`config.mk`:
```
export PLATFORM = sky130hd
export DESIGN_NAME = spike_readout_argmax_flat
export DESIGN_NICKNAME = d
export VERILOG_FILES = /design/src/rtl/spike_readout_argmax_if.sv /design/src/rtl/spike_readout_argmax.sv /design/src/flat_wrapper.sv
export SDC_FILE = /design/constraint.sdc
export NUM_CORES = 1
export LEC_CHECK = 0
export CAP_MARGIN = 5
export CELL_PAD_IN_SITES_DETAIL_PLACEMENT = 1
export CELL_PAD_IN_SITES_GLOBAL_PLACEMENT = 1
export CORE_UTILIZATION = 30
export DETAILED_ROUTE_END_ITERATION = 8
export MAX_ROUTING_LAYER = met4
export PLACE_DENSITY = 0.61
export SLEW_MARGIN = 20
export SYNTH_ARGS = -nofsm -noshare
export SYNTH_HDL_FRONTEND = slang
export SYNTH_SLANG_ARGS = --single-unit
```
`constraint.sdc`:
```
create_clock -name clk_i -period 3.7 [get_ports clk_i]
set_input_delay 0.74 -clock clk_i [delete_from_list [all_inputs] [get_ports clk_i]]
set_output_delay 0.74 -clock clk_i [all_outputs]
set_load 0.01 [all_outputs]
```
`src/rtl/spike_readout_argmax_if.sv`:
```
// spike_readout_argmax_if: request, spike and result bundle for the argmax readout.
// Handshake: start_i is a level sampled on each clk edge and is taken only while the
// block is idle. valid_o is a one-cycle strobe with no ready. The consumer must take
// class_o/max_count_o/tie_o while valid_o is high. Those values then hold until the
// next strobe or a reset. state_o is a debug view of the controller state.
interface spike_readout_argmax_if #(
  parameter int NUM_CLASSES = 10,
  parameter int WIDTH_P     = 8
);
  logic                   start_i;
  logic [NUM_CLASSES-1:0] spike_i;
  logic [3:0]             sel_i;
  logic [WIDTH_P-1:0]     sel_count_o;
  logic [3:0]             class_o;
  logic [WIDTH_P-1:0]     max_count_o;
  logic                   tie_o;
  logic                   valid_o;
  logic                   busy_o;
  logic [1:0]             state_o;

  modport master (
    output start_i, spike_i, sel_i,
    input  sel_count_o, class_o, max_count_o, tie_o, valid_o, busy_o, state_o
  );

  modport slave (
    input  start_i, spike_i, sel_i,
    output sel_count_o, class_o, max_count_o, tie_o, valid_o, busy_o, state_o
  );
endinterface

```
`src/rtl/spike_readout_argmax.sv`:
```
// spike_readout_argmax: counts spikes per class over a fixed window, then scans the
// counters one class per cycle to find the argmax. Ties go to the lowest index and
// raise the tie flag.
// Optional build macro SPIKE_READOUT_AUTORESTART_EN: after the first start, every
// result is followed at once by a fresh window, so windows run back-to-back.
module spike_readout_argmax #(
  parameter int NUM_CLASSES = 10,
  parameter int WIDTH_P     = 8,
  parameter int WINDOW_LEN  = 255
) (
  input  logic                 clk_i,
  input  logic                 rst_ni,
  spike_readout_argmax_if.slave bus
);
  localparam int               WIN_W    = $clog2(WINDOW_LEN + 1);
  localparam logic [WIN_W-1:0] WIN_LAST = WIN_W'(WINDOW_LEN - 1);
  localparam logic [3:0]       IDX_LAST = 4'(NUM_CLASSES - 1);
  localparam logic [4:0]       NUM_C5   = 5'(NUM_CLASSES);

  typedef enum logic [1:0] {
    IDLE  = 2'd0,
    COUNT = 2'd1,
    SCAN  = 2'd2,
    DONE  = 2'd3
  } state_t;

  state_t             r_state;
  logic [WIDTH_P-1:0] r_cnt [NUM_CLASSES];
  logic [WIN_W-1:0]   r_win;
  logic [3:0]         r_idx;
  logic [WIDTH_P-1:0] r_best;
  logic [3:0]         r_best_idx;
  logic               r_tie;
  logic [3:0]         r_class;
  logic [WIDTH_P-1:0] r_max;
  logic               r_tie_q;
  logic               r_valid;
  logic               r_busy;

  logic [WIDTH_P-1:0] w_scan_cnt;
  logic [WIDTH_P-1:0] w_sel_cnt;

  // Counter under the scan pointer; reads 0 once the pointer runs past the last class.
  always_comb begin
    w_scan_cnt = '0;
    if ({1'b0, r_idx} < NUM_C5) w_scan_cnt = r_cnt[r_idx];
  end

  // Debug readback of one counter; indices beyond the class count read as 0.
  always_comb begin
    w_sel_cnt = '0;
    if ({1'b0, bus.sel_i} < NUM_C5) w_sel_cnt = r_cnt[bus.sel_i];
  end

  // Controller: window counting, sequential argmax scan and result registers.
  always_ff @(posedge clk_i) begin
    if (!rst_ni) begin
      r_state    <= IDLE;
      r_win      <= '0;
      r_idx      <= '0;
      r_best     <= '0;
      r_best_idx <= '0;
      r_tie      <= 1'b0;
      r_class    <= '0;
      r_max      <= '0;
      r_tie_q    <= 1'b0;
      r_valid    <= 1'b0;
      r_busy     <= 1'b0;
      for (int i = 0; i < NUM_CLASSES; i++) r_cnt[i] <= '0;
    end else begin
      r_valid <= 1'b0;
      case (r_state)
        IDLE: begin
          r_busy <= 1'b0;
          if (bus.start_i) begin
            for (int i = 0; i < NUM_CLASSES; i++) r_cnt[i] <= '0;
            r_win   <= '0;
            r_busy  <= 1'b1;
            r_state <= COUNT;
          end
        end
        COUNT: begin
          r_busy <= 1'b1;
          // Saturating increment: a full counter simply holds.
          for (int i = 0; i < NUM_CLASSES; i++) begin
            if (bus.spike_i[i] && (r_cnt[i] != '1)) r_cnt[i] <= r_cnt[i] + WIDTH_P'(1);
          end
          r_win <= r_win + WIN_W'(1);
          if (r_win == WIN_LAST) begin
            r_idx      <= '0;
            r_best     <= '0;
            r_best_idx <= '0;
            r_tie      <= 1'b0;
            r_state    <= SCAN;
          end
        end
        SCAN: begin
          r_busy <= 1'b1;
          // Strict greater-than keeps the lowest index on equal counts.
          if ((w_scan_cnt > r_best) || (r_idx == 4'd0)) begin
            r_best     <= w_scan_cnt;
            r_best_idx <= r_idx;
            r_tie      <= 1'b0;
          end else if (w_scan_cnt == r_best) begin
            r_tie <= 1'b1;
          end
          r_idx <= r_idx + 4'd1;
          if (r_idx == IDX_LAST) r_state <= DONE;
        end
        DONE: begin
          r_class <= r_best_idx;
          r_max   <= r_best;
          r_tie_q <= r_tie;
          r_valid <= 1'b1;
          // Busy stays up for the cycle in which valid is shown.
          r_busy  <= 1'b1;
`ifdef SPIKE_READOUT_AUTORESTART_EN
          for (int i = 0; i < NUM_CLASSES; i++) r_cnt[i] <= '0;
          r_win   <= '0;
          r_state <= COUNT;
`else
          r_state <= IDLE;
`endif
        end
        default: r_state <= IDLE;
      endcase
    end
  end

  assign bus.sel_count_o = w_sel_cnt;
  assign bus.class_o     = r_class;
  assign bus.max_count_o = r_max;
  assign bus.tie_o       = r_tie_q;
  assign bus.valid_o     = r_valid;
  assign bus.busy_o      = r_busy;
  assign bus.state_o     = r_state;
endmodule

```
`src/flat_wrapper.sv`:
```
// flat-port wrapper written by rule: the top's interface ports become plain ports
module spike_readout_argmax_flat 
#(
  parameter int NUM_CLASSES = 10,
  parameter int WIDTH_P     = 8,
  parameter int WINDOW_LEN  = 255
)
  (clk_i, rst_ni, bus_start_i, bus_spike_i, bus_sel_i, bus_sel_count_o, bus_class_o, bus_max_count_o, bus_tie_o, bus_valid_o, bus_busy_o, bus_state_o);
  spike_readout_argmax_if #(.NUM_CLASSES(NUM_CLASSES), .WIDTH_P(WIDTH_P)) bus_i ();
  input  logic clk_i;
  input  logic rst_ni;
  input wire logic [$bits(bus_i.start_i)-1:0] bus_start_i;
  input wire logic [$bits(bus_i.spike_i)-1:0] bus_spike_i;
  input wire logic [$bits(bus_i.sel_i)-1:0] bus_sel_i;
  output wire logic [$bits(bus_i.sel_count_o)-1:0] bus_sel_count_o;
  output wire logic [$bits(bus_i.class_o)-1:0] bus_class_o;
  output wire logic [$bits(bus_i.max_count_o)-1:0] bus_max_count_o;
  output wire logic [$bits(bus_i.tie_o)-1:0] bus_tie_o;
  output wire logic [$bits(bus_i.valid_o)-1:0] bus_valid_o;
  output wire logic [$bits(bus_i.busy_o)-1:0] bus_busy_o;
  output wire logic [$bits(bus_i.state_o)-1:0] bus_state_o;
  assign bus_i.start_i = bus_start_i;
  assign bus_i.spike_i = bus_spike_i;
  assign bus_i.sel_i = bus_sel_i;
  assign bus_sel_count_o = bus_i.sel_count_o;
  assign bus_class_o = bus_i.class_o;
  assign bus_max_count_o = bus_i.max_count_o;
  assign bus_tie_o = bus_i.tie_o;
  assign bus_valid_o = bus_i.valid_o;
  assign bus_busy_o = bus_i.busy_o;
  assign bus_state_o = bus_i.state_o;
  spike_readout_argmax #(.NUM_CLASSES(NUM_CLASSES), .WIDTH_P(WIDTH_P), .WINDOW_LEN(WINDOW_LEN)) u_core (.clk_i(clk_i), .rst_ni(rst_ni), .bus(bus_i));
endmodule
```
Yosys cells after proc, flatten, opt, wreduce, memory -nomap -nowiden

Memories as Yosys holds them, arrays and structs flattened. A register that Yosys moved wholly into a read port is not among the register bits.
Index checks and enable logic that the tools add are counted.

Word-level logic and storage cells: 177
Bits in latches: 0
Memories kept: 1
Memory bits (writable): 80
Output and inout bits: 25
Bits in registers: 42
Bits in read-only memories: 0
Input port bits: 17

Memories:

| memory       | words | bits a word | read ports | clocked after Yosys merged registers in | write ports | RTL line                   | text |
|---|---|---|---|---|---|---|---|
| u_core.r_cnt | 10    | 8           | 12         | 1                                       | 10          | spike_readout_argmax.sv:28 | `logic [WIDTH_P-1:0] r_cnt [NUM_CLASSES];` |

Equality and inequality tests: 21
Multiply operators: 0
Bitwise operators: 20
Add/sub/neg operators: 12
Shift operators: 0
Reductions and logical operators: 21
Magnitude comparators: 3
Muxes and demuxes: 88
Divide/modulo/power cells: 0

Operator list:

| kind                                                                    | number |
|---|---|
| 8-bit two-way mux                                                       | 25 |
| 8-bit by 1-bit adder with 8-bit output, second input constant           | 11 |
| 8-bit inequality test, second input constant                            | 10 |
| 1-bit two-way mux                                                       | 49 |
| 8-bit one-hot mux with 2 select lines                                   | 2 |
| 1-bit OR                                                                | 20 |
| 4-bit two-way mux                                                       | 4 |
| 4-bit one-hot mux with 2 select lines                                   | 2 |
| 1-bit logical AND                                                       | 10 |
| 3-bit AND reduction                                                     | 3 |
| 8-bit == test                                                           | 1 |
| 8-bit == test, second input constant                                    | 1 |
| 8-bit > comparator                                                      | 1 |
| 4-bit < comparator, second input constant                               | 2 |
| 2-bit one-hot mux with 4 select lines                                   | 1 |
| 2-bit two-way mux                                                       | 3 |
| 2-bit by 1-bit inequality test with 1-bit output, second input constant | 3 |
| 4-bit by 1-bit adder with 4-bit output, second input constant           | 1 |
| 2-bit == test, second input constant                                    | 2 |
| 4-bit == test, second input constant                                    | 1 |
| 4-bit logical NOT                                                       | 1 |
| 1-bit one-hot mux with 2 select lines                                   | 2 |
| 2-bit AND reduction                                                     | 2 |
| 2-bit nonzero test                                                      | 2 |
| 6 further kinds                                                         | 6 |

Depth between registers and ports, before layout

Word-level depth: 7
Gate-level depth with buffers: 12
Mapped depth without buffers: 9

Worst setup path before layout

No wires, ideal clock.

Path type: register -> register
From: register with a tool-made name
To: register u_core.r_best_idx[0]
Period minus slack after synthesis: 3.046 ns
Setup time: 0.072 ns
Required time: 3.628 ns
Data arrival time: 2.974 ns
Setup slack: 0.654 ns
Path buffers: 2
Cell stages (with the launch flop): 12
Cell sequence: dfxtp_1 > clkbuf_1 > mux4_1 > mux4_2 > and2_1 > ha_1 > nor2b_1 > o211ai_1 > a21o_1 > a31oi_2 > buf_6 > mux2i_1

RTL lines:

| element              | RTL line                    | text |
|---|---|---|
| end signal, assigned | spike_readout_argmax.sv:102 | `r_best_idx <= r_idx;` |
| end, declared        | spike_readout_argmax.sv:32  | `logic [3:0] r_best_idx;` |

Worst setup path after layout

From: input port bus_sel_i[0]
To: output port bus_sel_count_o[7]

Longest elaborated chain between the ends: 2
Elaborated cells between the ends (all ways): 3
Classes of those cells: order compare (1); mux (1); memory (1)

RTL lines:

| element                                                      | RTL line                   | text |
|---|---|---|
| start, declared                                              | flat_wrapper.sv:14         | `input wire logic [$bits(bus_i.sel_i)-1:0] bus_sel_i;` |
| memory read 10 x 8 bit or 4-bit < comparator (tied branches) | n/a                        |  |
| 8-bit two-way mux *                                          | spike_readout_argmax.sv:52 | `if ({1'b0, bus.sel_i} < NUM_C5) w_sel_cnt = r_cnt[bus.sel_i];` |
| end, declared                                                | flat_wrapper.sv:15         | `output wire logic [$bits(bus_i.sel_count_o)-1:0] bus_sel_count_o;` |

Every way passes the cells marked *; elsewhere a longest branch is shown, timed or not.

==> results.ini <==
[outcome]
status=complete, no violations

[routing]
dr.first_iter.drc_count=350
vias=5741
ant_nets=0
wl_per_cell_um=19.6
wirelength_um=22000
avgViaCountPerCell=5.12
dr.pass1.iters=5
drc=0

[global_routing]
grt_max_degree=44
antenna_found_initial=0
overflow=0
grt_pass1_wl_um=34300
track_usage=0.183
grt_pass1_vias=6064

[worst_setup_path]
worst_ep_required_time_ns=2.96
critPathArrivalTime_ns=2.87
cp_max_fo=12
critPathLaunchType=primary input
r2r_slack_ns=0.32
end_kind=primary output
crit_type=in -> out

[synthesis]
syn-num-nets=737
async_flop_share=0
synthFlopType=edfxtp_1
synth_area_leaders=edfxtp_1 (32%), dfxtp_1 (12%), mux4_2 (9.1%)
synth-seq-area-share=0.446
avgSynthCellArea_um2=10.8
synth_warnings=0
synthCells=692
synth-edff-count=80
yosysTopAreaCell=edfxtp_1
synth_cell_types=47
synth-seq-cells=126
netlist_area_um2=7460
yosysTopAreaCellShare=0.322

[clock_network]
cts_tree=done
path_clk_slew_ns=0.06
clkLatencyLatePin_ns=0.43
cts_buffer_depth=2
post_cts_buffers=0
cts_hold_buf=0
cts_resized=0
cts_max_level=4
clkSinkCount=126
cts_buffers=17
root_buffer=clkbuf_16

[timing]
relSlewSlack=0.480
min_period_ns=3.61
hold_viol=0
fin_crit_sh=0.975
setup-tns-final_ns=0
timing.fmax_ghz=0.277
rsz0062_at_grt=false
setup_viol=0
skew_ns=0.0110
final_max_slew_viol_count=0
tightest_slew_ns=0.780

[floorplan]
rows=57
num_io_pins=42
start_util=0.307
die_x_um=160
core_area_um2=24300
die-area_um2=25500
fp.dieH_um=160

[power]
pwr_density_cell_nw_per_um2=583
leakagePower_nw=3.32
peakVddDrop_v=0.000251

[placement]
dp.final_hpwl_um=17000
numPortBuffers=41
gp_congestion=0.908
dp.cells=1090

[layout]
drive_above_1_share=0.174
antenna_cells=0
layout_commonest_cell=nor2_1
final_cells=1122
fin_nets=830
fin_util=0.379
layout_common_cells=nor2_1 (104), edfxtp_1 (80), nand2_1 (64)
areaGrowthSynthToFinish_pct=23.5

[min_path]
hold_class=reg -> reg

[flow_run]
max_cap_violations=0

[cells by family after synthesis]
family	after synthesis	share of synthesized area
adder cells (fa/ha/maj)	28	0.0470
AND/OR/NAND/NOR	284	0.174
AO/OA/AOI/OAI	62	0.0535
flip-flops	126	0.446
XOR/XNOR	63	0.0740
multiplexers	75	0.173
buffers and inverters	54	0.0329
[per-layer routing]
metal  wire, um  vias to the layer above  GRT usage
li1           -                     2678          -
met1       9220                     2886      0.211
met2      11200                      144      0.310
met3        947                       33     0.0418
met4        632                        0     0.0691
met5          0                        -          -
[critical path, stage by stage]
cell,delay [ns]
clkdlybuf4s50_1,0.51
buf_12,0.13
buf_12,0.15
mux4_2,0.50
a21oi_1,0.16
o21ai_0,0.15
clkdlybuf4s50_1,0.53
[metrics by stage]
step,hold WS (ns),cell area (um2),worst slack (ns),total power [mW]
detailed placement,0.465,8640,0.0393,3.78
global placement,0.452,8640,0.0189,3.72
floorplan,0.434,7460,0.654,3.03
CTS,0.475,9200,0.0130,5.41
finish,0.469,9210,0.0926,5.37
global route,0.481,9210,0.00530,5.64
[sequential cells by signal, indices dropped and copies added (netlist names), named ones only]
name	cells
u_core.r_win	8
u_core.r_cnt	80
u_core.r_best_idx	4
u_core.bus.tie_o	1
u_core.bus.max_count_o	8
u_core.r_tie	1
u_core.bus.valid_o	1
u_core.bus.state_o	2
u_core.r_best	8
u_core.bus.class_o	4
u_core.r_idx	4
u_core.bus.busy_o	1
[where the power goes]
part	switching [mW]	internal (mW)	leakage, nW
clock	0.698	0.909	0.280
sequential	0.304	1.80	1.24
combinational	0.894	0.768	1.80
[cell usage after synthesis, types with 2 or more instances]
cell type and count:
edfxtp_1 80, ha_1 28, nand2_1 64, xor2_1 39
o21a_1 2, buf_2 6, o21ai_0 17, buf_6 2
dfxtp_1 46, o31ai_1 2, o21bai_1 2, clkbuf_1 14
nand3b_1 2, nand2b_1 4, buf_1 3, mux4_1 10
xnor2_1 24, a31o_2 7, mux4_2 30, nand3_1 49
inv_1 27, a21o_1 2, or3_1 3, mux2i_1 34
a31oi_1 2, a21boi_0 4, nand4_1 5, nor2_1 104
nor2b_1 19, or2_2 7, a21oi_1 15, and2_1 10
and3_1 15
[layout make-up]
cell class / count / area [um2]
fill: 2674 / 15100
multi-input combinational: 512 / 3900
sequential: 126 / 3320
timing repair buffer: 101 / 923
clock buffer: 19 / 454
tap: 324 / 405
clock inverter: 13 / 101
inverter: 27 / 101
[path summary, 6_finish.rpt]
kind,from,to,depth (start not counted)
max,bus_sel_i[0],bus_sel_count_o[7],7
min,u_core.r_best_idx[1],u_core.r_best_idx[1],2
max reg2reg,flip-flop,u_core.r_best[3],10
min reg2reg,u_core.r_best_idx[1],u_core.r_best_idx[1],2
(Power assumes the default switching activity.)
